## src/rtl/mat_stream_ctrl.sv

```systemverilog
// mat_stream_ctrl: front-end sequencer for the matrix datapath.
//
// Takes one command over a byte stream (opcode, 1024 bytes of A, 1024 bytes of B), writes A
// and B into their BRAM write ports, launches the calc engine, waits for it to finish, then
// streams back either all 1024 bytes of C (read from BRAM C) or a single trace byte.
//
// Ports:
//   clk, rst                  rising-edge clock, asynchronous active-high reset
//   s_data/s_valid/s_ready    command/data byte input stream
//   m_data/m_valid/m_ready    result byte output stream
//   addra_w/dina/wea          BRAM A write port (one-cycle registered pulses)
//   addrb_w/dinb/web          BRAM B write port (one-cycle registered pulses)
//   op/op_start/finish        calc engine control; op held from launch until done
//   dout_C                    calc result bus, carries the trace value for ops 110/111
//   addrc_r/doutc             BRAM C read port, data valid one cycle after address
//   busy                      high whenever the sequencer is not idle
module mat_stream_ctrl #(
    parameter int unsigned N_ELEM   = 1024,
    parameter int unsigned C_RD_LAT = 1
) (
    input  logic       clk,
    input  logic       rst,
    input  logic [7:0] s_data,
    input  logic       s_valid,
    output logic       s_ready,
    output logic [7:0] m_data,
    output logic       m_valid,
    input  logic       m_ready,
    output logic [9:0] addra_w,
    output logic [7:0] dina,
    output logic       wea,
    output logic [9:0] addrb_w,
    output logic [7:0] dinb,
    output logic       web,
    output logic [2:0] op,
    output logic       op_start,
    input  logic       finish,
    input  logic [7:0] dout_C,
    output logic [9:0] addrc_r,
    input  logic [7:0] doutc,
    output logic       busy
);

    // Address width and the read pipeline are hard-wired to these values.
    if (N_ELEM != 1024 || C_RD_LAT != 1) begin : g_param_check
        $error("mat_stream_ctrl supports only N_ELEM=1024 and C_RD_LAT=1");
    end

    localparam logic [10:0] LastIdx = 11'(N_ELEM - 1);

    typedef enum logic [3:0] {
        StIdle,
        StLoadA,
        StLoadB,
        StStart,
        StWait,
        StRdAddr,
        StRdData,
        StOut,
        StTraceOut
    } state_t;

    state_t      r_state;
    logic [10:0] r_cnt;
    logic        r_seen_low;
    logic        r_s_ready;
    logic [7:0]  r_m_data;
    logic        r_m_valid;
    logic [9:0]  r_addra;
    logic [7:0]  r_dina;
    logic        r_wea;
    logic [9:0]  r_addrb;
    logic [7:0]  r_dinb;
    logic        r_web;
    logic [2:0]  r_op;
    logic        r_op_start;
    logic [9:0]  r_addrc;

    logic w_s_hs;
    logic w_m_hs;
    logic w_last;
    logic w_trace_op;

    assign w_s_hs     = s_valid & r_s_ready;
    assign w_m_hs     = r_m_valid & m_ready;
    assign w_last     = (r_cnt == LastIdx);
    assign w_trace_op = (r_op[2:1] == 2'b11);

    always_ff @(posedge clk or posedge rst) begin
        if (rst) begin
            r_state    <= StIdle;
            r_cnt      <= '0;
            r_seen_low <= 1'b0;
            r_s_ready  <= 1'b0;
            r_m_data   <= '0;
            r_m_valid  <= 1'b0;
            r_addra    <= '0;
            r_dina     <= '0;
            r_wea      <= 1'b0;
            r_addrb    <= '0;
            r_dinb     <= '0;
            r_web      <= 1'b0;
            r_op       <= '0;
            r_op_start <= 1'b0;
            r_addrc    <= '0;
        end else begin
            // Write strobes and the launch pulse last a single cycle unless re-asserted.
            r_wea      <= 1'b0;
            r_web      <= 1'b0;
            r_op_start <= 1'b0;

            unique case (r_state)
                StIdle: begin
                    r_s_ready <= 1'b1;
                    if (w_s_hs) begin
                        r_op    <= s_data[2:0];
                        r_cnt   <= '0;
                        r_state <= StLoadA;
                    end
                end

                StLoadA: begin
                    if (w_s_hs) begin
                        r_wea   <= 1'b1;
                        r_addra <= r_cnt[9:0];
                        r_dina  <= s_data;
                        if (w_last) begin
                            r_cnt   <= '0;
                            r_state <= StLoadB;
                        end else begin
                            r_cnt <= r_cnt + 11'd1;
                        end
                    end
                end

                StLoadB: begin
                    if (w_s_hs) begin
                        r_web   <= 1'b1;
                        r_addrb <= r_cnt[9:0];
                        r_dinb  <= s_data;
                        if (w_last) begin
                            r_cnt      <= '0;
                            r_s_ready  <= 1'b0;
                            // Raised on entry so the pulse coincides with the START cycle.
                            r_op_start <= 1'b1;
                            r_state    <= StStart;
                        end else begin
                            r_cnt <= r_cnt + 11'd1;
                        end
                    end
                end

                StStart: begin
                    r_seen_low <= 1'b0;
                    r_state    <= StWait;
                end

                // finish is sticky from the previous run; only a high that follows an
                // observed low belongs to this launch.
                StWait: begin
                    if (!finish) begin
                        r_seen_low <= 1'b1;
                    end else if (r_seen_low) begin
                        if (w_trace_op) begin
                            r_m_data  <= dout_C;
                            r_m_valid <= 1'b1;
                            r_state   <= StTraceOut;
                        end else begin
                            r_cnt   <= '0;
                            r_addrc <= '0;
                            r_state <= StRdAddr;
                        end
                    end
                end

                // addrc_r was loaded on entry, so the BRAM samples it at the end of this
                // cycle and doutc is valid throughout RD_DATA.
                StRdAddr: begin
                    r_state <= StRdData;
                end

                StRdData: begin
                    r_m_data  <= doutc;
                    r_m_valid <= 1'b1;
                    r_state   <= StOut;
                end

                StOut: begin
                    if (w_m_hs) begin
                        r_m_valid <= 1'b0;
                        if (w_last) begin
                            r_s_ready <= 1'b1;
                            r_state   <= StIdle;
                        end else begin
                            r_cnt   <= r_cnt + 11'd1;
                            r_addrc <= r_cnt[9:0] + 10'd1;
                            r_state <= StRdAddr;
                        end
                    end
                end

                StTraceOut: begin
                    if (w_m_hs) begin
                        r_m_valid <= 1'b0;
                        r_s_ready <= 1'b1;
                        r_state   <= StIdle;
                    end
                end

                default: begin
                    r_state <= StIdle;
                end
            endcase
        end
    end

    assign s_ready  = r_s_ready;
    assign m_data   = r_m_data;
    assign m_valid  = r_m_valid;
    assign addra_w  = r_addra;
    assign dina     = r_dina;
    assign wea      = r_wea;
    assign addrb_w  = r_addrb;
    assign dinb     = r_dinb;
    assign web      = r_web;
    assign op       = r_op;
    assign op_start = r_op_start;
    assign addrc_r  = r_addrc;
    assign busy     = (r_state != StIdle);

endmodule

```

## config.mk

```make
export PLATFORM = sky130hd
export DESIGN_NAME = mat_stream_ctrl
export DESIGN_NICKNAME = d
export VERILOG_FILES = /design/src/rtl/mat_stream_ctrl.sv
export SDC_FILE = /design/constraint.sdc
export NUM_CORES = 1
export LEC_CHECK = 0
export CORE_MARGIN = 2
export CORE_UTILIZATION = 40
export DETAILED_ROUTE_END_ITERATION = 10
export PLACE_DENSITY = 0.67
export REMOVE_ABC_BUFFERS = 1
export SYNTH_ARGS = -nofsm -noshare
export SYNTH_HDL_FRONTEND = slang
export SYNTH_SLANG_ARGS = --single-unit
```

## constraint.sdc

```tcl
create_clock -name clk -period 2.7 [get_ports clk]
set_input_delay 0.27 -clock clk [delete_from_list [all_inputs] [get_ports clk]]
set_output_delay 0.27 -clock clk [all_outputs]
set_load 0.05 [all_outputs]
```

==> metrics <==
run status completed; row cnt 34; drt wl/cell approximately 15 um; hold_ws 0.323 ns; Starting DRT DRC Count approximately 160; Max-Cap Viols 0; Overflow after GRT 0; routed wl met2 ~4.2 mm; total CTS buffers 9; Final Max Tran Viols 0; hold buffers post-CTS 0; Slowest Stage Delay on Critical Path 0.73 ns; ys flop type dfrtp_1; Fin Setup TNS 0 ns; Inst Count DP between 500 and 600; Die Y 98.9 um; DR vias/cell 5.24; synth cell count leaders 115 x nand2_1, 78 x dfrtp_1, 30 x o21ai_0, 22 x nor2_1, 16 x a21oi_1; clk sinks between 70 and 80; Final Hold Viols 0; share of cells above drive strength 1 6.71%; drt drc 0; Worst Path Class, Setup flop to output pin; clk slew on worst S/H paths about 0.090 ns; fin crit share 90.5%; Post-DP HPWL 6.17 mm; pin count of the biggest net entering global routing 79; Worst Hold Class input port to asynchronous set/reset pin; CP arrival 2.17 ns; Storage cell area 1950 um^2; total power 5610 uW; Initial Utilization 41.3%; die area 9770 um^2; dominant cell type by area after synthesis dfrtp_1; minimum clock period 2.44 ns; n_diodes 0; Mapped Avg Cell Area 9.30 um^2; Synth Register Bits slightly below 80; count leader, synth nand2_1; Fmax 0.409 GHz; fin cells 585; H-tree depth 3; critical path fanouts, max 16; gate count after technology mapping 387; Synth warnings 0; PortBufs 91; first-pass GRT wire length between 10 and 15 mm; Setup WS pre-CTS ~0.55 ns; post-synth top area share 54.2%; Final Setup Violations 0; Clock Tree Root clkbuf_8; EDFF count, synth 0; crit path launch type flop; Yosys cell types 47; Post-Route M1 WL 4.06 mm; I/O pins 92; CP endpoint kind output pin; PD cells 1170 nW/um^2; Area growth, synth to finish 33.0%; Post-synth ARST share 100%; clk_skew 0.0121 ns; largest cells by area after synthesis dfrtp_1 54%, nand2_1 12%, o21ai_0 4.2%, mux2i_1 2.5%, nor2_1 2.3%; initial antenna violation count 0; worst-skew pair later-pin latency 0.36 ns; post-cts resize count 0; crit-path cells nor2_1, nand2_1, clkdlybuf4s50_1; Multi-input gate area 1460 um^2; gpl congestion 0.824; DRT antenna net count 0; CP max stage cell clkdlybuf4s50_1; number of global-route vias before repair a little over 3,000; Die W ~99 um; overall fraction of global-route tracks in use 18.8%; Worst-Margin Slew ~0.55 ns; vias ~3,100; Final nets 502; Post-CTS Setup Inserts 0; Seq/Total Area, Yosys 54.2%; fillers 776; First-pass DRT Iterations 5; RSZ-0062 raised after global routing false; Routed met3 length 546 um; drt total wl 8.93 mm; TritonCTS clock tree done; max layer used met4; Lkg Pwr roughly 0.0021 uW; final setup margin 0.256 ns; Slew Limit Headroom 63.0%; Core Region 8720 um^2; Max IR drop VDD 0.548 mV; Post-Syn Area 3600 um^2; Req. time, crit path about 2.4 ns; Bufs on Longest Clock Path 2
sequential cells by signal (all words and copies together) (netlist names):
register    count
r_cnt          11
addra_w        10
addrb_w        10
addrc_r        10
dina            8
dinb            8
m_data          8
r_state         4
op              3
m_valid         1
op_start        1
r_seen_low      1
s_ready         1
wea             1
web             1
power breakdown:
group / internal [uW] / leakage, uW / total [uW] / switching (uW)
clock network: 486 / 0.000107 / 937 / 451
logic: 987 / 0.000985 / 2900 / 1910
registers: 1490 / 0.00101 / 1780 / 289
metrics by stage:
step | cell area [um^2] | utilization [%]
global placement | 4570 | 52.4
finish | 4790 | 54.9
floorplan | 3460 | -
detailed placement | 4570 | 52.4
CTS | 4790 | 54.9
global route | 4790 | 54.9
path summary, 6_finish.rpt:
path                             from          to  slack (ns)  depth (start not counted)
max                        r_state[3]        busy        0.26                          3
min                               rst   m_data[4]        0.32                          3
max reg2reg                r_state[1]    r_cnt[4]        0.58                          5
min reg2reg                   dinb[2]     dinb[2]        0.48                          2
max in group asynchronous         rst  addra_w[7]        2.06                          3
min in group clk            s_data[3]     dina[3]        0.47                          3
kinds of logic (layout without fill, tap and decap cells):
family,Yosys count,after routing,synth area share (%)
mux,12,12,3.44
fa+ha+maj,1,1,0.348
flops,78,78,54.2
compound gates,74,74,12.7
xor+xnor,10,10,2.43
buf+inv,37,127,5.21
simple gates,175,175,21.7
routing by layer:
layer  vias to the layer above  global-route usage [%]
li1                       1470                       -
met1                      1476                    25.7
met2                       101                    30.1
met3                        18                    4.40
met4                         0                    5.58
met5                         -                       0
cells in the final DEF (no fill, tap or decap), drive strengths merged, types with 6 or more instances in the layout:
cell	count
dfrtp	78
nand2	115
buf	7
mux2i	9
o21ai	30
inv	14
clkbuf	11
nand3	6
nor2	23
xnor2	9
clkdlybuf4s50	91
a21oi	16
worst max-delay path: cells and delay by family, from the launching register on:
family	cells	cell delay (ns)
AND/OR/NAND/NOR	2	0.55
buffers and inverters	1	0.73
flip-flops	1	0.54
area by class of cell:
cell class / count / share of cell area (%)
inverters: 13 / 1.05
well taps: 108 / 2.82
repair buffers: 98 / 20.4
flip-flops and latches: 78 / 40.8
clock buffers: 11 / 3.16
multi-input cells: 272 / 30.5
clock inverters: 5 / 1.33
No activity file was read; power rests on OpenSTA's default activity.
